--- src/rtl/coeff_update_ctrl.sv ---
// coeff_update_ctrl: captures a completed SPI coefficient frame into a staging
// register and commits it to the biquad cascade only on a sample boundary.
// Optional statistics counters are built when COEFF_STATS_EN is defined.
module coeff_update_ctrl #(
  parameter int                 NUM_STAGES       = 3,
  parameter int                 COEFFS_PER_STAGE = 7,
  parameter int                 COEFF_W          = 16,
  parameter logic [COEFF_W-1:0] RESET_C0         = 16'h4000,
  localparam int                FRAME_W          = NUM_STAGES * COEFFS_PER_STAGE * COEFF_W
) (
  input  logic               clk,
  input  logic               reset_n,
  input  logic [FRAME_W-1:0] spi_data,
  input  logic               spi_valid,
  input  logic               sample_tick,
  input  logic               hold,
  input  logic               clear_overrun,
  output logic [FRAME_W-1:0] coeffs_active,
  output logic               coeff_load,
  output logic               pending,
  output logic               overrun
`ifdef COEFF_STATS_EN
  ,
  output logic [7:0]         commit_count,
  output logic [7:0]         drop_count
`endif
);

  localparam int STAGE_W = COEFFS_PER_STAGE * COEFF_W;

  // Unity passthrough: coefficient 0 of each stage is RESET_C0, the rest zero.
  function automatic logic [FRAME_W-1:0] reset_frame();
    logic [FRAME_W-1:0] f;
    f = '0;
    for (int unsigned s = 0; s < NUM_STAGES; s++)
      f[FRAME_W-1-s*STAGE_W -: COEFF_W] = RESET_C0;
    return f;
  endfunction

  localparam logic [FRAME_W-1:0] RESET_FRAME = reset_frame();

  typedef enum logic {
    IDLE,
    PENDING
  } state_t;

  state_t             state, next_state;
  logic               v1, v2, v3;
  logic               frame_edge;
  logic               capture, commit, ovr_set;
  logic [FRAME_W-1:0] staging;

  // Two-flop synchronizer for spi_valid plus one delay flop for edge detection.
  always_ff @(posedge clk or negedge reset_n) begin
    if (!reset_n) begin
      v1 <= 1'b0;
      v2 <= 1'b0;
      v3 <= 1'b0;
    end else begin
      v1 <= spi_valid;
      v2 <= v1;
      v3 <= v2;
    end
  end

  assign frame_edge = v2 & ~v3;

  // FSM state register.
  always_ff @(posedge clk or negedge reset_n) begin
    if (!reset_n) state <= IDLE;
    else          state <= next_state;
  end

  // Next state and capture/commit/overrun strobes.
  // A frame_edge coinciding with a commit commits the old staging value and
  // captures the new frame on the same edge, so PENDING is held without overrun.
  always_comb begin
    next_state = state;
    capture    = 1'b0;
    commit     = 1'b0;
    ovr_set    = 1'b0;
    case (state)
      IDLE: begin
        if (frame_edge) begin
          capture    = 1'b1;
          next_state = PENDING;
        end
      end
      PENDING: begin
        commit = sample_tick & ~hold;
        if (frame_edge) begin
          capture = 1'b1;
          ovr_set = ~commit;
        end else if (commit) begin
          next_state = IDLE;
        end
      end
      default: next_state = IDLE;
    endcase
  end

  assign pending = (state == PENDING);

  // Staging capture, active commit, load pulse and sticky overrun.
  always_ff @(posedge clk or negedge reset_n) begin
    if (!reset_n) begin
      staging       <= '0;
      coeffs_active <= RESET_FRAME;
      coeff_load    <= 1'b0;
      overrun       <= 1'b0;
    end else begin
      if (capture) staging <= spi_data;
      if (commit)  coeffs_active <= staging;
      coeff_load <= commit;
      if (ovr_set)            overrun <= 1'b1;
      else if (clear_overrun) overrun <= 1'b0;
    end
  end

`ifdef COEFF_STATS_EN
  // Commit counter wraps; drop counter saturates and is cleared with overrun.
  always_ff @(posedge clk or negedge reset_n) begin
    if (!reset_n) begin
      commit_count <= '0;
      drop_count   <= '0;
    end else begin
      if (coeff_load) commit_count <= commit_count + 8'd1;
      if (ovr_set) begin
        if (drop_count != 8'hFF) drop_count <= drop_count + 8'd1;
      end else if (clear_overrun) begin
        drop_count <= '0;
      end
    end
  end
`else
  // Statistics counters are not built in this configuration.
`endif

endmodule
--- config.mk ---
export PLATFORM = sky130hd
export DESIGN_NAME = coeff_update_ctrl
export DESIGN_NICKNAME = d
export VERILOG_FILES = /design/src/rtl/coeff_update_ctrl.sv
export SDC_FILE = /design/constraint.sdc
export NUM_CORES = 1
export LEC_CHECK = 0
export CAP_MARGIN = 30
export CORE_AREA = 2 2 262 264
export DETAILED_ROUTE_END_ITERATION = 8
export DIE_AREA = 0 0 264 266
export PLACE_DENSITY = 0.66
export SYNTH_ARGS = -nofsm -noshare
export SYNTH_HDL_FRONTEND = slang
export SYNTH_SLANG_ARGS = --single-unit
export TNS_END_PERCENT = 100
--- constraint.sdc ---
create_clock -name clk -period 1.6 [get_ports clk]
set_input_delay 0.32 -clock clk [delete_from_list [all_inputs] [get_ports clk]]
set_output_delay 0.32 -clock clk [all_outputs]
set_load 0.1 [all_outputs]
==> flow_metrics.py <==
metrics = {
    "timing": {
        "setup-violations-final": 236,
        "max_slew.worst_pin.slew_ps": 457,
        "min_period_over_period": 1.08,
        "relSlewSlack": 0.695,
        "timing.final.crit_period_ps": 1730,
        "finClkSkew_ps": 22.8,
        "fmax_mhz": 580,
        "drv_slew": 0,
        "hold_viol_final": 0,
        "setup_slack_ps": -125,
        "rsz0062_at_grt": "true",
    },
    "power": {
        "p_clk_frac": 0.207,
        "pwr-share-seq": 0.302,
        "pwr_density_cell_mw_per_mm2": 2040,
        "irDropWorstVdd_uv": 1470,
        "p_sw_mw": 36.0,
        "power.internal_mw": 47.3,
        "swShare": 0.432,
        "p_total_mw": 83.4,
        "power_frac_comb": 0.491,
        "p_leak_nw": 18.2,
    },
    "die": {
        "die_y_um": 266,
        "rows": 96,
        "die_area_sq_mm": 0.0702,
        "design.core.area_sq_mm": 0.0677,
        "start_util": 0.377,
        "die_w_um": 264,
        "boundaryPins": 681,
    },
    "finish": {
        "drive_above_1_share": 0.548,
        "fin_nets": 2565,
        "fin_util": 0.602,
        "fin_area_sq_mm": 0.0408,
        "final_cells": 3179,
        "area_delta_synth_final_pct": 59.9,
    },
    "clock_network": {
        "path_clk_slew_ps": 60,
        "clkLatencyLatePin_ps": 610,
        "cts_tree": "done",
        "cts_buffers": 73,
        "cts_buffer_depth": 3,
        "h-tree-depth": 3,
        "cts.sinks": 678,
        "cts-root-buf": "clkbuf_16",
    },
    "detailed_routing": {
        "via_per_inst": 4.77,
        "via_count": 15160,
        "drt-initial-drc-count": 620,
        "ant_nets": 0,
        "wl_um": 70500,
        "met3_length_um": 6150,
        "routedWlPerCell_um": 22.2,
        "drcViolationCount": 0,
        "first_pass_iters": 6,
        "wl_met2_um": 35700,
        "top_layer": "met5",
        "met1Wirelength_um": 26200,
    },
    "synthesis": {
        "synth_edf_count": 0,
        "syn_area_per_cell_sq_um": 17.8,
        "ys_warn_count": 0,
        "netlist_instances": 1432,
        "ys_seq_area_frac": 0.665,
        "syn_nets": 1774,
        "async_flop_share": 1.00,
        "yosys.area.top_type": "dfrtp_1",
        "synth_most_common_cell": "dfrtp_1",
        "synth.distinct_cells": 14,
        "ys_ff_latch": 678,
        "synthFlopType": "dfrtp_1",
        "synth_commonest_cells": "dfrtp_1, mux2_2, mux2_4, buf_4, buf_2",
        "yosys-top-cells-area": "dfrtp_1, mux2_2, mux2_4",
        "synth_area_sq_mm": 0.0255,
        "synth_top_area_share": 0.662,
    },
    "run": {
        "drv_cap": 0,
    },
    "run_status": {
        "status": "finished, violations left",
        "violations": "negative setup slack",
    },
    "placement": {
        "dp.cells": 2998,
        "numPortBuffers": 680,
        "dp_hpwl_um": 50800,
        "dpl_cell_area_sq_mm": 0.0373,
        "gp_congestion": 0.787,
    },
    "global_route": {
        "grt_pass1_vias": 17049,
        "grt_usage": 0.198,
        "grt_pass1_wl_um": 106000,
        "grt_max_degree": 85,
        "antenna_found_initial": 27,
        "overflow": 0,
    },
    "critical_path": {
        "start_kind": "flop",
        "reg2regPathDepth": 6,
        "crit_arrival_ps": 2210,
        "r2r-start": "pending",
        "crit_path_top_delay_cell": "dfrtp_4",
        "r2r-end": "coeffs_active[287]",
        "critPathMaxFanout": 8,
        "max_stage_delay_ps": 480,
        "worstPathRequired_ps": 2080,
        "r2r_slack_ps": -130,
        "path_cells": "nand3b_1 > buf_6 > buf_4 > clkbuf_16 > buf_16 > mux2_2",
        "cp-end-kind": "flop",
        "path_class": "flop to flop",
    },
    "worst_hold_path": {
        "hold_start": "spi_valid",
        "worstHoldEndpoint": "v1",
        "whs_path_depth": 1,
        "holdCritPathClass": "input port to flop",
    },
}
## cell usage in the layout (no fill, tap or decap), types with 2 or more instances in the layout
cell type and count:
buf_12 377, buf_16 10, buf_4 44, buf_6 8
buf_8 5, bufinv_16 6, clkbuf_1 17, clkbuf_16 79
clkbuf_8 14, clkdlybuf4s50_1 340, clkinv_16 2, clkinv_2 11
clkinvlp_4 2, dfrtp_1 665, dfrtp_2 9, dfstp_2 3
diode_2 18, inv_1 2, inv_16 2, mux2_2 494
mux2_4 177
## cell families after synthesis
group | share of synthesized area
flops | 0.665
mux | 0.311
simple gates | 0.000785
buf+inv | 0.0223
compound gates | 0.000687
## stage by stage
| stage | hold slack (ps) | setup TNS, ps | setup WS (ps) |
|---|---|---|---|
| finish | 176 | -14350 | -125 |
| global route | 158 | -24750 | -150 |
| floorplan | 24.4 | -7480 | -38.3 |
| CTS | 125 | -9070 | -129 |
| detailed placement | 211 | -153890 | -530 |
| global placement | 210 | -155500 | -526 |
## routing by layer
layer,up-vias,GRT usage
li1,6675,-
met1,7821,0.220
met2,511,0.338
met3,133,0.0781
met4,20,0.0855
met5,-,0
## registers in the layout, indices dropped and copies added (netlist names)
register,flops
staging,336
coeff_load,1
overrun,1
pending,1
v3,1
coeffs_active,336
v1,1
v2,1
## area by class of cell
| type | instances | area (sq um) |
|---|---|---|
| Inverter | 2 | 7.51 |
| Tap cell | 882 | 1100 |
| Antenna cell | 18 | 45.0 |
| Multi-Input combinational cell | 677 | 8280 |
| Clock inverter | 26 | 384 |
| Fill cell | 4968 | 26900 |
| Clock buffer | 105 | 2110 |
| Timing Repair Buffer | 791 | 11900 |
| Sequential cell | 678 | 17000 |
## what timing repair did
action / 4_1_cts / 5_1_grt
gates resized for setup: 61 / 58
cloned: 7 / 5
hold buffers: 1 / 0
endpoints found under the hold margin: 351 / 0
setup endpoints to repair: 329 / 242
pin swaps: 1 / 0
setup buffers: 10 / 11
## worst max-delay path by stage
stage / start / to / slack [ps] / cells after the start
after detailed placement: hold / coeffs_active[287] / -530 / 5
after global placement: hold / coeffs_active[289] / -530 / 5
after global routing: pending / coeffs_active[282] / -150 / 6
after CTS: pending / pending / -130 / 2
final: pending / coeffs_active[287] / -130 / 6
after floorplan: pending / coeffs_active[174] / -40 / 5
## critical path: cells and delay by family (launching register included)
family                 cells  cell delay (ps)
buffers and inverters      4              660
DFF                        1              480
muxes                      1              340
and+or+nand+nor            1              110
## power groups by stage
stage	clock, mW	combinational [mW]	sequential (mW)
floorplan	0	4.79	43.8
global placement	0	40.2	25.1
detailed placement	0	40.5	25.4
CTS	17.8	40.8	25.2
global route	18.5	41.8	25.7
finish	17.3	40.9	25.2
No activity file was read; power rests on OpenSTA's default activity.
